**src/rtl/jk_cmd_gen.sv**
```systemverilog
// jk_cmd_gen: synchronizes and debounces two push-buttons, then pairs presses into single-cycle J/K strobes.
// Optional auto-repeat while held is compiled in when JK_CMD_GEN_AUTOREPEAT_EN is defined.
//
// state  | meaning
// IDLE   | waiting for a press
// PAIR_S | set pressed, waiting for a clear partner or window expiry
// PAIR_C | clear pressed, waiting for a set partner or window expiry
// HOLD   | auto-repeat build only: repeating the last strobe while its button(s) stay held
module jk_cmd_gen #(
  parameter int DEBOUNCE_CYCLES = 16,
  parameter int PAIR_WINDOW     = 8,
  parameter int REPEAT_DELAY    = 256,
  parameter int REPEAT_PERIOD   = 64
) (
  input  logic clk,
  input  logic rst,
  input  logic btn_set_raw,
  input  logic btn_clr_raw,
  output logic J,
  output logic K,
  output logic set_lvl,
  output logic clr_lvl
);

  localparam int DW = $clog2(DEBOUNCE_CYCLES + 1);
  localparam int WW = $clog2(PAIR_WINDOW + 1);
  localparam logic [DW-1:0] DB_N  = DW'(DEBOUNCE_CYCLES);
  localparam logic [WW-1:0] WIN_N = WW'(PAIR_WINDOW);

  typedef enum logic [1:0] {
    IDLE,
    PAIR_S,
`ifdef JK_CMD_GEN_AUTOREPEAT_EN
    PAIR_C,
    HOLD
`else
    PAIR_C
`endif
  } state_t;

  // Bit 0 is the set channel, bit 1 the clear channel.
  logic [1:0]         meta_q, meta_d, sync_q, sync_d;
  logic [1:0]         lvl_q, lvl_d, lvl_prev_q, lvl_prev_d;
  logic [1:0][DW-1:0] db_cnt_q, db_cnt_d;
  state_t             state_q, state_d;
  logic [WW-1:0]      win_q, win_d, win_inc;
  logic               j_q, j_d, k_q, k_d;
  logic               press_s, press_c;

`ifdef JK_CMD_GEN_AUTOREPEAT_EN
  localparam int REP_MAX = (REPEAT_DELAY > REPEAT_PERIOD) ? REPEAT_DELAY : REPEAT_PERIOD;
  localparam int RW = $clog2(REP_MAX + 1);
  localparam logic [RW-1:0] REP_DLY = RW'(REPEAT_DELAY);
  localparam logic [RW-1:0] REP_PER = RW'(REPEAT_PERIOD);
  logic [RW-1:0] rep_q, rep_d, rep_inc;
  logic          first_q, first_d;
  logic [1:0]    pat_q, pat_d;
`endif

  always_comb begin
    meta_d     = {btn_clr_raw, btn_set_raw};
    sync_d     = meta_q;
    lvl_prev_d = lvl_q;
    lvl_d      = lvl_q;
    db_cnt_d   = '0;
    for (int i = 0; i < 2; i++) begin
      if (sync_q[i] != lvl_q[i]) begin
        if (db_cnt_q[i] + DW'(1) == DB_N) lvl_d[i] = sync_q[i];
        else                              db_cnt_d[i] = db_cnt_q[i] + DW'(1);
      end
    end
  end

  assign press_s = lvl_q[0] & ~lvl_prev_q[0];
  assign press_c = lvl_q[1] & ~lvl_prev_q[1];

  always_comb begin
    state_d = state_q;
    win_d   = win_q;
    win_inc = win_q + WW'(1);
    j_d     = 1'b0;
    k_d     = 1'b0;
`ifdef JK_CMD_GEN_AUTOREPEAT_EN
    rep_d   = rep_q;
    rep_inc = rep_q + RW'(1);
    first_d = first_q;
    pat_d   = pat_q;
`endif
    case (state_q)
      IDLE: begin
        if (press_s && press_c) begin
          j_d = 1'b1;
          k_d = 1'b1;
        end else if (press_s) begin
          state_d = PAIR_S;
          win_d   = '0;
        end else if (press_c) begin
          state_d = PAIR_C;
          win_d   = '0;
        end
      end
      // Partner is tested before expiry so a same-cycle partner still pairs.
      PAIR_S: begin
        if (press_c) begin
          j_d     = 1'b1;
          k_d     = 1'b1;
          state_d = IDLE;
        end else if (win_inc == WIN_N) begin
          j_d     = 1'b1;
          state_d = IDLE;
        end else begin
          win_d = win_inc;
        end
      end
      PAIR_C: begin
        if (press_s) begin
          j_d     = 1'b1;
          k_d     = 1'b1;
          state_d = IDLE;
        end else if (win_inc == WIN_N) begin
          k_d     = 1'b1;
          state_d = IDLE;
        end else begin
          win_d = win_inc;
        end
      end
`ifdef JK_CMD_GEN_AUTOREPEAT_EN
      HOLD: begin
        if ((pat_q[1] & ~lvl_q[0]) | (pat_q[0] & ~lvl_q[1])) begin
          state_d = IDLE;
        end else if (rep_inc == (first_q ? REP_DLY : REP_PER)) begin
          j_d     = pat_q[1];
          k_d     = pat_q[0];
          rep_d   = '0;
          first_d = 1'b0;
        end else begin
          rep_d = rep_inc;
        end
      end
`endif
      default: state_d = IDLE;
    endcase
`ifdef JK_CMD_GEN_AUTOREPEAT_EN
    // A fresh strobe arms HOLD only if every originating button is still down.
    if ((state_q != HOLD) && (j_d || k_d) && (!j_d || lvl_q[0]) && (!k_d || lvl_q[1])) begin
      state_d = HOLD;
      pat_d   = {j_d, k_d};
      rep_d   = '0;
      first_d = 1'b1;
    end
`endif
  end

  always_ff @(posedge clk) begin
    if (rst) begin
      meta_q     <= '0;
      sync_q     <= '0;
      lvl_q      <= '0;
      lvl_prev_q <= '0;
      db_cnt_q   <= '0;
      state_q    <= IDLE;
      win_q      <= '0;
      j_q        <= 1'b0;
      k_q        <= 1'b0;
`ifdef JK_CMD_GEN_AUTOREPEAT_EN
      rep_q      <= '0;
      first_q    <= 1'b0;
      pat_q      <= '0;
`endif
    end else begin
      meta_q     <= meta_d;
      sync_q     <= sync_d;
      lvl_q      <= lvl_d;
      lvl_prev_q <= lvl_prev_d;
      db_cnt_q   <= db_cnt_d;
      state_q    <= state_d;
      win_q      <= win_d;
      j_q        <= j_d;
      k_q        <= k_d;
`ifdef JK_CMD_GEN_AUTOREPEAT_EN
      rep_q      <= rep_d;
      first_q    <= first_d;
      pat_q      <= pat_d;
`endif
    end
  end

  assign J       = j_q;
  assign K       = k_q;
  assign set_lvl = lvl_q[0];
  assign clr_lvl = lvl_q[1];

endmodule
```
**config.mk**
```make
export PLATFORM = sky130hd
export DESIGN_NAME = jk_cmd_gen
export DESIGN_NICKNAME = d
export VERILOG_FILES = /design/src/rtl/jk_cmd_gen.sv
export SDC_FILE = /design/constraint.sdc
export NUM_CORES = 1
export LEC_CHECK = 0
export BUFFER_PORTS_ARGS = -buffer_cell sky130_fd_sc_hd__buf_4
export CAP_MARGIN = 20
export CORE_AREA = 2 2 50 52
export CTS_CLUSTER_SIZE = 28
export DETAILED_ROUTE_END_ITERATION = 7
export DIE_AREA = 0 0 52 54
export GPL_TIMING_DRIVEN = 0
export HOLD_SLACK_MARGIN = 0.12
export PLACE_DENSITY = 0.78
export SLEW_MARGIN = 20
export SYNTH_ARGS = -nofsm -noshare
export SYNTH_HDL_FRONTEND = slang
export SYNTH_SLANG_ARGS = --single-unit
```
**constraint.sdc**
```tcl
create_clock -name clk -period 1.8 [get_ports clk]
set_clock_uncertainty 0.1 [all_clocks]
set_input_delay 0.54 -clock clk [delete_from_list [all_inputs] [get_ports clk]]
set_output_delay 0.54 -clock clk [all_outputs]
set_load 0.1 [all_outputs]
```
Word level (Yosys, flattened, before mapping)
Index checks and enable logic that the tools add are counted.
{"block": "op_classes", "add_sub_neg": 3, "mul": 0, "div": 0, "magnitude_cmp": 0, "eq_ne": 11, "shift": 0, "muxes": 22, "n_bitwise": 6, "n_reduce_logical": 9}
{"op": "$mux 4", "n": 6}
{"op": "$mux 2", "n": 6}
{"op": "$pmux 4 s3", "n": 1}
{"op": "$add 5x1->5 const B", "n": 2}
{"op": "$eq 5x5->1 const B", "n": 2}
{"op": "$mux 1", "n": 6}
{"op": "$ne 2x2->1 const B", "n": 3}
{"op": "$pmux 1 s3", "n": 2}
{"op": "$pmux 2 s3", "n": 1}
{"op": "$reduce_and 2->1", "n": 3}
{"op": "$reduce_or 3->1", "n": 2}
{"op": "$reduce_and 5->1", "n": 1}
{"op": "$add 4x1->4 const B", "n": 1}
{"op": "$eq 4x4->1 const B", "n": 1}
{"op": "$not 1->1", "n": 4}
{"op": "$ne 3x3->1 const B", "n": 1}
{"op": "$reduce_bool 3->1", "n": 1}
{"op": "$and 1x1->1", "n": 2}
{"op": "$eq 2x1->1 const B", "n": 1}
{"op": "$eq 2x2->1 const B", "n": 1}
{"op": "$logic_not 2->1", "n": 1}
{"op": "$ne 1x1->1", "n": 2}
{"op": "$logic_and 1x1->1", "n": 1}
{"block": "totals", "ff_bits": 26, "latch_bits": 0, "ramBits": 0, "romBits": 0, "inputBits": 4, "out_inout_bits": 4, "memories": 0}

Depth between registers and ports, before layout
{"block": "depth", "depth_word": 6, "mapped_depth": 7}

Least setup slack after synthesis
OpenSTA, ideal clock, no wires.
{"block": "synth_timing", "kind": "reg-to-reg", "startpoint": "register lvl_q[0] (netlist: lvl_prev_d[0])", "endpoint": "register win_q[0]", "arrival_time_ns": 2.029, "required_ns": 1.574, "setup_slack_ns": -0.455, "path_stages_with_launch": 7, "n_path_buf": 1, "synth_period_minus_slack_ns": 2.255, "cell_sequence": "dfxtp_1 -> nor2b_4 -> buf_6 -> xnor2_2 -> a221o_1 -> nand3b_1 -> o31ai_2"}
{"block": "synth_via", "elab_chain_cells": 4}
{"element": "start, declared", "line_no": "43", "text": "logic [1:0] lvl_q, lvl_d, lvl_prev_q, lvl_prev_d;"}
{"element": "start signal, assigned", "line_no": "173", "text": "lvl_q <= lvl_d;"}
{"element": "$and 1x1->1 *", "line_no": "74", "text": "assign press_s = lvl_q[0] & ~lvl_prev_q[0];"}
{"element": "$mux 4 or $logic_and 1x1->1 (tied branches)", "line_no": "94, 91"}
{"element": "$mux 4 or $ne 2x2->1 (tied branches)"}
{"element": "$pmux 4 s3 or $reduce_and 5->1 (tied branches)"}
{"element": "end signal, assigned", "line_no": "177", "text": "win_q <= win_d;"}
{"element": "end, declared", "line_no": "46", "text": "logic [WW-1:0] win_q, win_d, win_inc;"}
Mark *: on every way between the ends. The rest lies on a longest branch, timed or not. The select of a mux whose other input is x is not followed.
A chain may end at the register's enable or synchronous reset.

Worst setup path in the final report
{"block": "layout_timing", "startpoint": "register lvl_q[0] (netlist: lvl_prev_d[0])", "endpoint": "register win_q[2]"}
Same word-level chain as after synthesis.

==> impl_results.md <==
- I/O Buffers: 6
- Antenna Violating Nets Remaining: 0
- Final #Nets: ~160
- CTS tree: done
- Hold buffer count at cts: 0
- Worst Slack Setup Final: -14.6 ps
- RSZ-0062 raised after global routing: yes
- Synth Cell Area: between 0.001 and 0.0015 sq mm
- Final Slew Violations: 0
- First-pass GRT wire length: around 3700 microns
- Synth area leader: dfxtp_1
- Worst Path Class, Setup: flip-flop to flip-flop
- First-pass DRT Iterations: 4
- Initial drt markers: 17
- Initial core utilization: a little over half
- Register area: 536 sq um
- CTS buffer count: 3
- P per Cell Area: ~590 mW/mm^2
- LEAKAGE: 0.569 nW
- NetSw: between 0.15 and 0.2 mW
- Critical path fanouts, max: 7
- Chip height: 54 microns
- Setup WS pre-CTS: -23.6 ps
- Hold WC Path Type: input port to flip-flop
- Cells after Synth: 130
- Placed Area: 0.00135 sq mm
- Design area: roughly 0.0014 sq mm
- Yosys reg bits: 26
- Routed len/inst: 12.6 microns
- Fmax achieved: 551 MHz
- Avg Cell Area, Syn: roughly 9.7 sq um
- P&R area growth vs syn: 11.4%
- Multi-input gate area: between 700 and 800 sq um
- Startpoint types: flip-flop
- Total power: approximately 0.83 mW
- Vias in the first global route: 861
- Sequential area share after synthesis: approximately 41%
- Core ar.: 0.00232 sq mm
- Most frequent cell after synthesis: dfxtp_1
- CTS Buffer Depth: 2
- DIE WIDTH: roughly 52 microns
- Die ar.: 0.00281 sq mm
- Dpl hpwl: 1590 microns
- Top post-synthesis cells by count: 26 x dfxtp_1, 16 x nor2_1, 10 x nand2_1, 9 x ha_1
- Distinct cells, synth: 34
- Minimum clock period: roughly 1800 ps
- Worst-path clk slew: 130 ps
- Vias/cell: 5.39
- Fillers: roughly 220
- Clk pwr share: between 20% and 30%
- CP required: just under 2000 ps
- Internal cell power: 0.661 mW
- Synth top area share: 41.4%
- Root buf cell: clkbuf_4
- Residual DRC: 0
- CP endpoint kind: flip-flop
- Top cells by area, synth: dfxtp_1 41%, ha_1 8.9%, nor2_1 4.8%
- # diodes: 0
- Gr usage total: about 18%
- Yosys warnings: 0
- Status: finished with violations
- Setup TNS Final: -14.6 ps
- Number of H-tree levels: 1
- Switching Share: 20.4%
- Post-synth top flop: dfxtp_1
- Worst Max-Slew Pin Slew: just under 500 ps
- Failing checks: negative setup slack
- Final setup violation count: 1
- Ys async rst share: 0%
- Fin cells: around 170
- Clk Latency, worst-skew pair: roughly 310 ps
- Pin count of the biggest net entering global routing: 14
- Final-report hold violation count: 0
- Initial antenna violation count: 0
- # Max-Cap Violations: 0
- Final Routed Wirelength: 2160 microns
- CP Data Arrival Time: 1960 ps
- Max VDD drop: around 430 uV
- Syn_nets: 143
- Comb power frac: roughly 2.4%
- Vias: roughly 920
- Sequential Power Share: between 60% and 70%
- GPL Wtd Cong: 0.839
- Share of post-route cells with drive strength above 1: 18.4%
- Post-synth EDFFs: 0
- IO Pins: 8
- Clk sinks: 26
- Slew headroom: 67.5%
- Global-route congestion overflow total: 0
- Period utilization: 101%
- Inst Count DP: approximately 170
- Std cell rows: 18
[worst max-delay path, stage by stage (launching register included)]
cell,delay [ps]
dfxtp_4,380
nor2b_4,130
buf_6,130
a221o_1,390
a21oi_4,200
buf_4,160
a21oi_1,70
a211oi_2,180
[stage by stage]
stage,util (%),hold WS (ps)
6_report,60.5,343
5_1_grt,60.5,342
4_1_cts,59.2,334
3_5_place_dp,58.1,331
3_3_place_gp,58.1,329
2_1_floorplan,-,314
[what timing repair did]
action / 4_1_cts / 5_1_grt
resized for setup: 2 / 5
pin swaps: 0 / 2
buffers inserted: 0 / 2
cloned: 0 / 0
endpoints found under the setup margin: 2 / 6
[power groups by stage]
stage	registers, mW	clock network, mW	logic (mW)
finish	0.578	0.233	0.0198
floorplan	0.593	0	0.0131
global route	0.579	0.263	0.0232
global placement	0.594	0	0.0198
CTS	0.581	0.248	0.0203
detailed placement	0.594	0	0.0202
[cell type report]
cell class,instances,area share [%]
Inverter,4,1.07
Multi-Input combinational cell,97,50.8
Buffer,3,1.34
Clock buffer,3,1.61
Sequential cell,26,38.2
Tap cell,30,2.68
Timing Repair Buffer,8,4.28
[logic make-up (layout without fill, tap and decap cells)]
logic type / Yosys count / after routing / share of synthesized area [%]
AO/OA/AOI/OAI: 22 / 22 / 15.0
XOR/XNOR: 11 / 11 / 8.25
adder cells (fa/ha/maj): 9 / 9 / 8.95
buffers and inverters: 7 / 18 / 2.68
flip-flops: 26 / 26 / 41.4
multiplexers: 2 / 2 / 1.59
AND/OR/NAND/NOR: 53 / 53 / 22.2
[placed cells by master (no fill, tap or decap), types with 2 or more instances in the layout]
| master | synthesis | routed |
|---|---|---|
| a21oi_1 | 6 | 5 |
| xor2_1 | 4 | 4 |
| and3_1 | 2 | 2 |
| inv_1 | 4 | 4 |
| clkbuf_1 | 2 | 2 |
| nor2_1 | 16 | 16 |
| mux2i_1 | 2 | 2 |
| nor3_1 | 4 | 4 |
| buf_4 | 0 | 8 |
| a22oi_1 | 2 | 2 |
| nor2b_1 | 7 | 7 |
| ha_2 | 0 | 2 |
| xnor2_1 | 6 | 6 |
| nand2_1 | 10 | 10 |
| nand3b_1 | 2 | 2 |
| clkbuf_4 | 0 | 3 |
| ha_1 | 9 | 7 |
| o2bb2ai_1 | 3 | 3 |
| dfxtp_1 | 26 | 22 |
| nand3_1 | 7 | 7 |
| a221o_1 | 2 | 2 |
| dfxtp_4 | 0 | 4 |
[registers in the layout (all words and copies together) (netlist names)]
register / flops
db_cnt_q: 10
win_q: 4
lvl_prev_d: 2
lvl_prev_q: 2
meta_q: 2
state_q: 2
sync_q: 2
J: 1
K: 1
[per-layer routing]
layer,routed length [microns],vias up,GRT usage [%],share of wire (%)
met5,0,-,0,0
met4,45,0,10.5,2.1
met3,44,4,3.33,2.0
li1,-,474,-,-
met2,1100,9,31.9,51
met1,975,434,20.6,45
[final timing paths]
| path | to | slack, ps | cells after the start | start |
|---|---|---|---|---|
| worst max-delay path | win_q[2]$_SDFFE_PP0P_ | -10 | 7 | lvl_prev_d[0]$_SDFFE_PP0P_ |
| worst min register to register | sync_q[0]$_SDFF_PP0_ | 360 | 1 | meta_q[0]$_SDFF_PP0_ |
| worst min-delay path | meta_q[1]$_SDFF_PP0_ | 340 | 2 | btn_clr_raw |
| worst max register to register | win_q[2]$_SDFFE_PP0P_ | -10 | 7 | lvl_prev_d[0]$_SDFFE_PP0P_ |
Note: power is estimated with default switching activity, not from simulation.
